[config.mk]
export PLATFORM = sky130hd
export DESIGN_NAME = lsu
export DESIGN_NICKNAME = d
export VERILOG_FILES = /design/src/rtl/lsu.sv
export SDC_FILE = /design/constraint.sdc
export NUM_CORES = 1
export LEC_CHECK = 0
export ABC_AREA = 1
export ABC_CLOCK_PERIOD_IN_PS = 9900
export CELL_PAD_IN_SITES_DETAIL_PLACEMENT = 1
export CELL_PAD_IN_SITES_GLOBAL_PLACEMENT = 1
export CORE_ASPECT_RATIO = 0.8
export CORE_MARGIN = 3
export CORE_UTILIZATION = 32
export DETAILED_ROUTE_END_ITERATION = 8
export PLACE_DENSITY_LB_ADDON = 0.12
export SYNTH_ARGS = -nofsm -noshare
export SYNTH_HDL_FRONTEND = slang
export SYNTH_SLANG_ARGS = --single-unit
export TNS_END_PERCENT = 10
[constraint.sdc]
create_clock -name clk -period 9.9 [get_ports clk]
set_input_delay 2.97 -clock clk [delete_from_list [all_inputs] [get_ports clk]]
set_output_delay 2.97 -clock clk [all_outputs]
set_load 0.02 [all_outputs]
[src/rtl/lsu.sv]
// Load/store unit: takes one memory op at a time from the EXU, issues a
// word-aligned memory request with byte lanes, and returns extended load
// data (or a store ack / alignment error) on the writeback port.
module lsu #(
  parameter int CPU_WIDTH = 32,
  parameter int RF_AW     = 5
) (
  input  logic                 clk,
  input  logic                 rst,
  input  logic                 i_req_valid,
  output logic                 o_req_ready,
  input  logic                 i_we,
  input  logic [2:0]           i_funct3,
  input  logic [CPU_WIDTH-1:0] i_addr,
  input  logic [CPU_WIDTH-1:0] i_wdata,
  input  logic [RF_AW-1:0]     i_rd,
  output logic                 o_mem_valid,
  input  logic                 i_mem_ready,
  output logic [CPU_WIDTH-1:0] o_mem_addr,
  output logic                 o_mem_wen,
  output logic [CPU_WIDTH-1:0] o_mem_wdata,
  output logic [3:0]           o_mem_wmask,
  input  logic                 i_mem_rvalid,
  input  logic [CPU_WIDTH-1:0] i_mem_rdata,
  output logic                 o_wb_valid,
  input  logic                 i_wb_ready,
  output logic [CPU_WIDTH-1:0] o_wb_data,
  output logic [RF_AW-1:0]     o_wb_rd,
  output logic                 o_err
);

  typedef enum logic [1:0] {IDLE, REQ, WAIT, RESP} state_t;

  state_t state_q, state_d;

  logic                 accept;
  logic                 bad_op;
  logic [3:0]           wmask_d;
  logic [CPU_WIDTH-1:0] wdata_d;
  logic [CPU_WIDTH-1:0] rd_shift;
  logic [CPU_WIDTH-1:0] load_data;

  logic [CPU_WIDTH-1:0] mem_addr_q;
  logic                 mem_wen_q;
  logic [CPU_WIDTH-1:0] mem_wdata_q;
  logic [3:0]           mem_wmask_q;
  logic [2:0]           funct3_q;
  logic [1:0]           lane_q;
  logic [CPU_WIDTH-1:0] wb_data_q;
  logic [RF_AW-1:0]     wb_rd_q;
  logic                 err_q;

  assign accept = i_req_valid & o_req_ready;

  // Decode illegal funct3 and misalignment on the incoming op
  always_comb begin
    bad_op = 1'b0;
    case (i_funct3)
      3'b000, 3'b100: bad_op = 1'b0;
      3'b001, 3'b101: bad_op = i_addr[0];
      3'b010:         bad_op = (i_addr[1:0] != 2'b00);
      default:        bad_op = 1'b1;
    endcase
    if (i_we && i_funct3[2]) bad_op = 1'b1;
  end

  // Byte-lane mask and lane-replicated store data
  always_comb begin
    wmask_d = 4'b0000;
    wdata_d = i_wdata;
    case (i_funct3[1:0])
      2'b00: begin
        wmask_d = 4'b0001 << i_addr[1:0];
        wdata_d = {(CPU_WIDTH/8){i_wdata[7:0]}};
      end
      2'b01: begin
        wmask_d = 4'b0011 << {i_addr[1], 1'b0};
        wdata_d = {(CPU_WIDTH/16){i_wdata[15:0]}};
      end
      default: begin
        wmask_d = 4'b1111;
        wdata_d = i_wdata;
      end
    endcase
    if (!i_we) wmask_d = 4'b0000;
  end

  // Select and extend the addressed lane of the returned word
  always_comb begin
    rd_shift  = i_mem_rdata >> {lane_q, 3'b000};
    load_data = '0;
    case (funct3_q)
      3'b000:  load_data = {{(CPU_WIDTH-8){rd_shift[7]}}, rd_shift[7:0]};
      3'b001:  load_data = {{(CPU_WIDTH-16){rd_shift[15]}}, rd_shift[15:0]};
      3'b100:  load_data = {{(CPU_WIDTH-8){1'b0}}, rd_shift[7:0]};
      3'b101:  load_data = {{(CPU_WIDTH-16){1'b0}}, rd_shift[15:0]};
      default: load_data = i_mem_rdata;
    endcase
  end

  // State register
  always_ff @(posedge clk or posedge rst) begin
    if (rst) state_q <= IDLE;
    else     state_q <= state_d;
  end

  // Next-state logic
  always_comb begin
    state_d = state_q;
    case (state_q)
      IDLE: if (accept)       state_d = bad_op ? RESP : REQ;
      REQ:  if (i_mem_ready)  state_d = WAIT;
      WAIT: if (i_mem_rvalid) state_d = RESP;
      RESP: if (i_wb_ready)   state_d = IDLE;
      default:                state_d = IDLE;
    endcase
  end

  // State-decoded handshake outputs
  always_comb begin
    o_req_ready = (state_q == IDLE);
    o_mem_valid = (state_q == REQ);
    o_wb_valid  = (state_q == RESP);
    o_err       = (state_q == RESP) && err_q;
  end

  // Request fields captured on accept; load result captured on response
  always_ff @(posedge clk or posedge rst) begin
    if (rst) begin
      mem_addr_q  <= '0;
      mem_wen_q   <= 1'b0;
      mem_wdata_q <= '0;
      mem_wmask_q <= '0;
      funct3_q    <= '0;
      lane_q      <= '0;
      wb_data_q   <= '0;
      wb_rd_q     <= '0;
      err_q       <= 1'b0;
    end else if (accept) begin
      mem_addr_q  <= {i_addr[CPU_WIDTH-1:2], 2'b00};
      mem_wen_q   <= i_we;
      mem_wdata_q <= wdata_d;
      mem_wmask_q <= wmask_d;
      funct3_q    <= i_funct3;
      lane_q      <= i_addr[1:0];
      wb_data_q   <= '0;
      wb_rd_q     <= (i_we || bad_op) ? '0 : i_rd;
      err_q       <= bad_op;
    end else if (state_q == WAIT && i_mem_rvalid && !mem_wen_q) begin
      wb_data_q   <= load_data;
    end
  end

  assign o_mem_addr  = mem_addr_q;
  assign o_mem_wen   = mem_wen_q;
  assign o_mem_wdata = mem_wdata_q;
  assign o_mem_wmask = mem_wmask_q;
  assign o_wb_data   = wb_data_q;
  assign o_wb_rd     = wb_rd_q;

endmodule

[Word-level counts from Yosys, hierarchy flattened]
Index checks and enable logic that the tools add are counted.
Word-level totals
  register bits: 112
Operators by class
  eq/ne operators: 15
  shift-type cells: 3
  mux-type cells: 15
  bitwise operators: 1
  reductions and logical operators: 15
Operators with widths (number)
  32-bit one-hot mux with 4 select lines: 1
  32-bit two-way mux: 2
  32-bit one-hot mux with 2 select lines: 1
  32-bit by 5-bit right shift with 16-bit output: 1
  3-bit equality test, second input constant: 4
  2-bit two-way mux: 5
  2-bit one-hot mux with 4 select lines: 1
  4-bit one-hot mux with 2 select lines: 1
  3-bit by 1-bit equality test with 1-bit output, second input constant: 2
  3-bit logical NOT: 2
  2-bit by 1-bit inequality test with 1-bit output, second input constant: 3
  5-bit two-way mux: 1
  2-bit by 1-bit equality test with 1-bit output, second input constant: 2
  2-bit equality test, second input constant: 2
  1-bit logical AND: 4
  2-bit logical NOT: 2
  4-bit two-way mux: 1
  4-bit AND reduction: 1
  2-bit nonzero test: 2
  2-bit OR reduction: 2
  1-bit by 2-bit left shift with 4-bit output, first input constant: 1
  2-bit by 2-bit left shift with 4-bit output, first input constant: 1
  3-bit by 2-bit equality test with 1-bit output, second input constant: 1
  1-bit one-hot mux with 3 select lines: 1
  other kinds (5): 5

[Longest topological paths before layout]
Gate-level depths: netlist (run 1).
  depth after elaboration: 7
  gate-level depth with buffers: 10
  gate-level depth less buffers: 8

[Worst setup path before layout (run 1)]
No wires, ideal clock.
  kind: reg-to-output
  from: reg state_q[0]
  to: out o_err
  arrival time: 0.866 ns
  setup slack: 6.064 ns
  cell stages (with the launch flop): 4
  buffers on the path: 0
  cell sequence: dfrtp_1 -> ha_1 -> nand2_1 -> inv_1
Between the ends
  word-level cells in the longest chain between the ends: 2
RTL lines
  start: declaration: line 34  | state_t state_q, state_d;
  start signal: assignment: line 104  | else state_q <= state_d;
  2-bit equality test
  net o_wb_valid: line 25  | output logic o_wb_valid,
  1-bit logical AND: line 124  | o_err = (state_q == RESP) && err_q;
  end: declaration: line 29  | output logic o_err
The timed path passes the listed nets, and every way through them passes these cells.

[Worst setup path in the final report (run 1)]
  from: in i_req_valid
  to: reg wb_data_q[3], in the netlist o_wb_data[3]
Between the ends
  word-level cells in the longest chain between the ends: 2
RTL lines
  start: declaration: line 10  | input logic i_req_valid,
  1-bit AND (*): line 53  | assign accept = i_req_valid & o_req_ready;
  32-bit two-way mux / 2-bit nonzero test (equally long branches)
  end signal: assignment: line 150  | wb_data_q <= load_data;
  end: declaration: line 49  | logic [CPU_WIDTH-1:0] wb_data_q;
Every way passes the cells marked *; elsewhere a longest branch is shown, timed or not.
A chain may end at the register's enable or synchronous reset.

==> metrics, run 1 <==
nature of the critical path endpoint register; max-capacitance violation count 0; grt ovf 0; routed via count 5397; smallest setup slack after layout 4820 ps; synthesized area per cell 7.61 µm²; Clock Pin Slew Worst Setup and Hold Paths 80 ps; P per Cell Area 307 mW/mm²; total number of nets in the final design around 1000; top cells by area, synth sky130_fd_sc_hd__dfrtp_1, sky130_fd_sc_hd__nand2_1, sky130_fd_sc_hd__nor2_1, sky130_fd_sc_hd__nand3_1, sky130_fd_sc_hd__o21ai_0; Post-Place Setup Slack 4450 ps; routability congestion estimate from global placement 0.834; depth of the CTS H-tree 3; critical path cell sequence clkdlybuf4s50_1 -> nand2_2 -> buf_4 -> nand2_1 -> inv_1 -> a22o_1; setup TNS after final layout 0 ps; count of distinct cell types in the synthesized netlist 26; number of vias per cell after detailed routing around 4.8; placed wire-length estimate 14200 µm; root buffer cell sky130_fd_sc_hd__clkbuf_16; std cell rows 41; setup repair after global routing missed its margin no; Die Y 121 µm; wire length after detailed routing 19300 µm; hold buffer count at cts 0; Final Max Tran Viols 0; number of warning messages in the yosys log 0; count of input and output buffers 218; pin count of the biggest net entering global routing 87; critical path class input pin to register; Peak VDD IR roughly 0.00020 V; Post-CTS Setup Repair Bufs 0; Syn-to-layout area delta 48.8%; most common cell after layout, fill and taps aside sky130_fd_sc_hd__nand2_1; number of buffers created by CTS 9; worst clock skew 6.11 ps; data arrival time of the critical path 5360 ps; static leakage power 3.79 nW; largest area contributor in the netlist sky130_fd_sc_hd__dfrtp_1; DRT iter0 DRCs roughly 250; antenna violations before repair 0; max-slew headroom at the worst pin 26.1%; Post-Synthesis Cell Area between 0.005 and 0.006 mm²; Worst Path Buf+Inv 3; layout cell share with drive strength beyond 1 3.23%; Clock Latency Late Sink 350 ps; count of endpoints failing hold in the final timing report 0; synthesis-stage register bit count approximately 110; Chip Width ~150 µm; number of resized instances in the post-cts repair step 0; Setup violations, final 0; delay contributed by the slowest stage of the critical path 830 ps; remaining design rule violation count 0; outcome finished clean; CP Max Fanout 86; Worst EP required 10180 ps; Core Region 0.0160 mm²; buffer depth of the longest clock path 2; detail-routed net length per standard cell around 17 µm; post-synthesis cell count 699; Starting Density 33.3%; Hold Crit Class register to register; Seq/Total Area, Yosys a little over half; post-route minimum period 5080 ps; top cell family by delay on the critical path buffers and inverters; post-route antenna net violation count 0; n_diodes 0; number of placed I/O pins 221; worst slew pin tran 1110 ps; Critical Path Slowest Stage Cell sky130_fd_sc_hd__inv_1; clock tree from TritonCTS done; share of the synthesized area in the top cell type 52.7%; first-pass GRT wire length 31000 µm; count of clock tree sinks 112; vias in the first global route slightly below 6000; highest achievable clock rate 197 MHz; nature of the critical path startpoint input pin; number of detailed-route iterations in the first pass 4; highest-count cells in the layout ignoring fill and taps sky130_fd_sc_hd__nand2_1, sky130_fd_sc_hd__clkdlybuf4s50_1, sky130_fd_sc_hd__dfrtp_1; die footprint about 0.018 mm²; Period Utilization, post-route 51.4%; total power draw 2.43 mW; total routing usage reported by global routing 21.4%
==> worst min-delay path: stages (launching register included) <==
cell and delay (ps):
sky130_fd_sc_hd__dfrtp_1 350, sky130_fd_sc_hd__nand2_1 50, sky130_fd_sc_hd__nand2_1 50
==> stage by stage <==
| stage | hold WS [ps] | std cells | area [µm²] | utilization (%) |
|---|---|---|---|---|
| 2_1_floorplan | 481 | 700 | 5330 | - |
| 3_3_place_gp | 461 | 1098 | 7630 | 47.7 |
| 3_5_place_dp | 465 | 1098 | 7630 | 47.7 |
| 4_1_cts | 489 | 1114 | 7920 | 49.5 |
| 5_1_grt | 509 | 1114 | 7920 | 49.5 |
| 6_report | 483 | 1114 | 7920 | 49.5 |
==> final timing paths <==
path	startpoint	endpoint	slack, ps	depth (start not counted)
min in group asynchronous	rst	o_wb_data[2]$_DFFE_PP0P_	2990	2
setup reg to reg	state_q[0]$_DFFE_PP0P_	o_wb_data[3]$_DFFE_PP0P_	7110	7
hold / removal	o_mem_addr[23]$_DFFE_PP0P_	o_mem_addr[23]$_DFFE_PP0P_	480	2
max in group asynchronous	rst	state_q[0]$_DFFE_PP0P_	5510	3
hold reg to reg	o_mem_addr[23]$_DFFE_PP0P_	o_mem_addr[23]$_DFFE_PP0P_	480	2
setup / recovery	i_req_valid	o_wb_data[3]$_DFFE_PP0P_	4820	6
==> cell families (layout without fill, tap and decap cells) <==
logic type	after synthesis	count (layout)	synth area share [%]
AOI/OAI and AO/OA	90	90	9.17
and+or+nand+nor	413	413	30.7
adders and majority gates	5	5	1.18
other	1	2	0.0705
DFF	112	112	52.7
buffers and inverters	78	277	6.18
==> layer usage <==
metal	track usage (%)	wire length, µm	vias to the layer above
met3	7.65	1790	15
met5	0	0	-
met1	28.2	8390	2604
met4	4.11	196	0
met2	34.3	8880	189
li1	-	-	2589
==> flip-flops by register name, indices dropped and copies added (netlist names) <==
register / cells
o_mem_addr: 30
o_mem_wdata: 32
o_mem_wmask: 4
o_wb_data: 32
lane_q: 2
o_wb_rd: 5
o_mem_wen: 1
funct3_q: 3
state_q: 2
err_q: 1
==> layout make-up <==
type	count	area, µm²
fill	1924	8090
sequential	112	2800
timing repair buffer	222	2210
multi-input combinational	510	2200
tap	215	269
clock buffer	11	253
inverter	39	149
clock inverter	5	37.5
==> where the power goes <==
part	internal (mW)	total (mW)	switching (mW)
sequential	0.653	0.811	0.159
clock	0.186	0.360	0.174
combinational	0.528	1.26	0.729
total	1.37	2.43	1.06
==> synth_stat cells <==
library cell	number
sky130_fd_sc_hd__o22ai_1	2
sky130_fd_sc_hd__or2_2	1
sky130_fd_sc_hd__o2111ai_1	4
sky130_fd_sc_hd__o21bai_1	1
sky130_fd_sc_hd__nand2_1	277
sky130_fd_sc_hd__buf_2	11
sky130_fd_sc_hd__dfrtp_1	112
sky130_fd_sc_hd__o21ai_0	43
sky130_fd_sc_hd__inv_1	37
sky130_fd_sc_hd__nor2_1	77
sky130_fd_sc_hd__buf_6	1
sky130_fd_sc_hd__a22o_1	2
sky130_fd_sc_hd__nor2_2	4
sky130_fd_sc_hd__nand3_2	1
sky130_fd_sc_hd__clkinv_1	1
sky130_fd_sc_hd__conb_1	1
sky130_fd_sc_hd__clkbuf_1	18
sky130_fd_sc_hd__inv_2	1
sky130_fd_sc_hd__buf_1	5
sky130_fd_sc_hd__a21oi_1	30
sky130_fd_sc_hd__nor3_1	1
sky130_fd_sc_hd__nand4_1	1
sky130_fd_sc_hd__a31oi_1	8
sky130_fd_sc_hd__nand3_1	51
sky130_fd_sc_hd__buf_4	4
sky130_fd_sc_hd__ha_1	5
Power figures use the tool's default switching activity.
==> run 2: changes to the inputs <==
--- a/config.mk
+++ b/config.mk
@@ -6,12 +6,12 @@
 export NUM_CORES = 1
 export LEC_CHECK = 0
 export ABC_AREA = 1
-export ABC_CLOCK_PERIOD_IN_PS = 9900
+export ABC_CLOCK_PERIOD_IN_PS = 4600
 export CELL_PAD_IN_SITES_DETAIL_PLACEMENT = 1
 export CELL_PAD_IN_SITES_GLOBAL_PLACEMENT = 1
 export CORE_ASPECT_RATIO = 0.8
 export CORE_MARGIN = 3
-export CORE_UTILIZATION = 32
+export CORE_UTILIZATION = 27
 export DETAILED_ROUTE_END_ITERATION = 8
 export PLACE_DENSITY_LB_ADDON = 0.12
 export SYNTH_ARGS = -nofsm -noshare
==> constraint.sdc (replaced) <==
create_clock -name clk -period 4.6 [get_ports clk]
set_input_delay 1.38 -clock clk [delete_from_list [all_inputs] [get_ports clk]]
set_output_delay 1.38 -clock clk [all_outputs]
set_load 0.02 [all_outputs]
==> run 2 against run 1 <==
  * First-iteration DRC count grew 28%
  * Total power increased by 120%
  * Flip-flop and latch count unchanged
  * Critical path depth fell by 3
  * Utilization is 7.6 points lower
  * Routed wire length up 1.5%
  * Combinational power is 120% higher
  * Non-clock buffer count grew 5
==> metrics, run 2 (same netlist as run 1, synthesis figures left out) <==
Register-to-Register Setup Slack 2240 ps (-4870 ps); max-capacitance violation count 0 (unchanged); clock tree from TritonCTS done; Switching Fraction 43.4% (-0.34 points); antenna violations before repair 0 (unchanged); fillcell total 2295 (+19%); CP Max Fanout 4 (-95%); critical path class register to output pin; grt ovf 0 (unchanged); most common cell after layout, fill and taps aside sky130_fd_sc_hd__nand2_1; hold path start o_wb_data[5]$_DFFE_PP0P_; remaining design rule violation count 0 (unchanged); Chip Width 163 µm (+8.5%); critical path cell sequence inv_1 -> ha_1 -> clkdlybuf4s50_1; Core Region 0.0191 mm² (+20%); outcome finished clean; Period Utilization, post-route 69.0%; delay contributed by the slowest stage of the critical path 660 ps (-170 ps); hold buffer count at cts 0 (unchanged); number of buffers created by CTS 9 (unchanged); nature of the critical path startpoint register; post-route minimum period 3170 ps; smallest setup slack after layout 1430 ps (-3390 ps); depth of the CTS H-tree 3 (unchanged); highest achievable clock rate around 320 MHz; placed wire-length estimate 14700 µm (+3.3%); total number of nets in the final design 1015 (+0.50%); switching power 2.28 mW (+110%); routability congestion estimate from global placement 0.796 (-4.6%); highest-count cells in the layout ignoring fill and taps sky130_fd_sc_hd__nand2_1, sky130_fd_sc_hd__clkdlybuf4s50_1, sky130_fd_sc_hd__dfrtp_1; n_diodes 0 (unchanged); die footprint 0.0214 mm² (+18%); vias in the first global route 5763 (-1.5%); Hold Crit Class register to register; worst-case reg-to-reg path depth 8 (+1); data arrival time of the critical path 1790 ps (-3570 ps); Post-CTS Setup Repair Bufs 0 (unchanged); post-route antenna net violation count 0 (unchanged); Core Util, Final 41.9% (-7.6 points); Die Y 132 µm (+8.4%); number of resized instances in the post-cts repair step 0 (unchanged); wire length after detailed routing 19500 µm (+1.5%); number of detailed-route iterations in the first pass 5 (+1); root buffer cell sky130_fd_sc_hd__clkbuf_16; part of the total power dissipated in the clock network 15.2% (+0.4 points); max-slew headroom at the worst pin 47.7% (+22 points); Hold Path Cell Cnt 2 (unchanged); Starting Density 27.8% (-5.5 points); std cell rows 45 (+9.8%); DRT iter0 DRCs 315 (+28%); Syn-to-layout area delta 50.6%; Peak VDD IR 0.000249 V (+24%); startpoint of the most critical register-to-register path lane_q[0]$_DFFE_PP0P_; number of vias per cell after detailed routing 4.64 (-4.2%); sequential power share 33.2% (-0.2 points); Critical Path Slowest Stage Cell sky130_fd_sc_hd__clkdlybuf4s50_1; detail-routed net length per standard cell 16.8 µm (-2.7%); count of clock tree sinks 112 (unchanged); P per Cell Area 655 mW/mm² (+110%); reg2reg end o_wb_data[11]$_DFFE_PP0P_; first-pass GRT wire length 31900 µm (+2.9%); total routing usage reported by global routing 18.5% (-2.9 points); static leakage power 3.82 nW (+0.80%); Worst Hold Endpoint o_wb_data[5]$_DFFE_PP0P_; setup TNS after final layout 0 ps (unchanged); post-detailed-placement cell area 0.00772 mm² (+1.2%); layout cell share with drive strength beyond 1 3.76% (+0.54 points); total power draw 5.25 mW (+120%); Post-Place Setup Slack 1220 ps (-3230 ps); nature of the critical path endpoint output pin; count of endpoints failing hold in the final timing report 0 (unchanged); Clock Latency Late Sink 350 ps (about the same); pin count of the biggest net entering global routing 57 (-34%); fraction of power consumed by combinational cells 51.6% (about the same); routed via count 5392 (-0.093%); Clock Pin Slew Worst Setup and Hold Paths 70 ps (about the same); buffer depth of the longest clock path 2 (unchanged); Power Internal 2.97 mW (+120%); Worst EP required 3220 ps (-6960 ps); count of input and output buffers 218 (unchanged); Setup violations, final 0 (unchanged); worst clock skew 9.17 ps (+3.06 ps); worst slew pin tran 785 ps (-322 ps); final design area excluding fillers 0.00802 mm² (+1.2%); number of placed I/O pins 221 (unchanged); Final Max Tran Viols 0 (unchanged); setup repair after global routing missed its margin no
run 2: power by group through the flow:
stage	Sequential, mW	Clock (mW)	Combinational, mW
6_report	1.74	0.799	2.71
2_1_floorplan	2.11	0	1.08
4_1_cts	1.75	0.832	2.75
3_5_place_dp	1.75	0	2.74
3_3_place_gp	1.73	0	2.68
5_1_grt	1.81	0.873	2.99
run 2: how the worst max path moves through the flow:
stage | end | start | slack (ps) | cells past startpoint
finish | o_req_ready | state_q[1]$_DFFE_PP0P_ | 1430 | 3
global route | o_req_ready | state_q[0]$_DFFE_PP0P_ | 1290 | 3
CTS | o_req_ready | state_q[1]$_DFFE_PP0P_ | 1400 | 3
detailed placement | o_wb_rd[2]$_DFFE_PP0P_ | i_funct3[1] | 1220 | 9
global placement | o_wb_rd[2]$_DFFE_PP0P_ | i_funct3[1] | 1330 | 9
floorplan | err_q$_DFFE_PP0P_ | rst | 260 | 1
run 2: cell type report:
class	instances	area, µm²	area share [%]
clock buffers	9	225	2.81
clock inverters	7	70.1	0.874
inverters	39	149	1.86
multi-input cells	510	2200	27.4
flip-flops and latches	112	2800	35.0
well taps	258	323	4.03
repair buffers	227	2250	28.1
run 2: worst max-delay path: cells and delay by family (launching register included):
kind	cells	cell delay, ps
fa+ha+maj	1	240
buf+inv	2	790
flops	1	420
run 2: layer usage:
layer  track usage (%)  routed length, µm  part of all wire, %  vias to the layer above
met5                 0                  0                    0                        -
met4              3.48                138                 0.71                        0
met3              7.19               1800                  9.2                       12
met2              28.0               8760                   45                      163
met1              25.4               8850                   45                     2618
li1                  -                  -                    -                     2599
run 2: per-stage QoR:
stage / instances / hold WS, ps
global placement: 1146 / 462
finish: 1162 / 481
floorplan: 700 / 481
global route: 1162 / 511
CTS: 1162 / 488
detailed placement: 1146 / 468
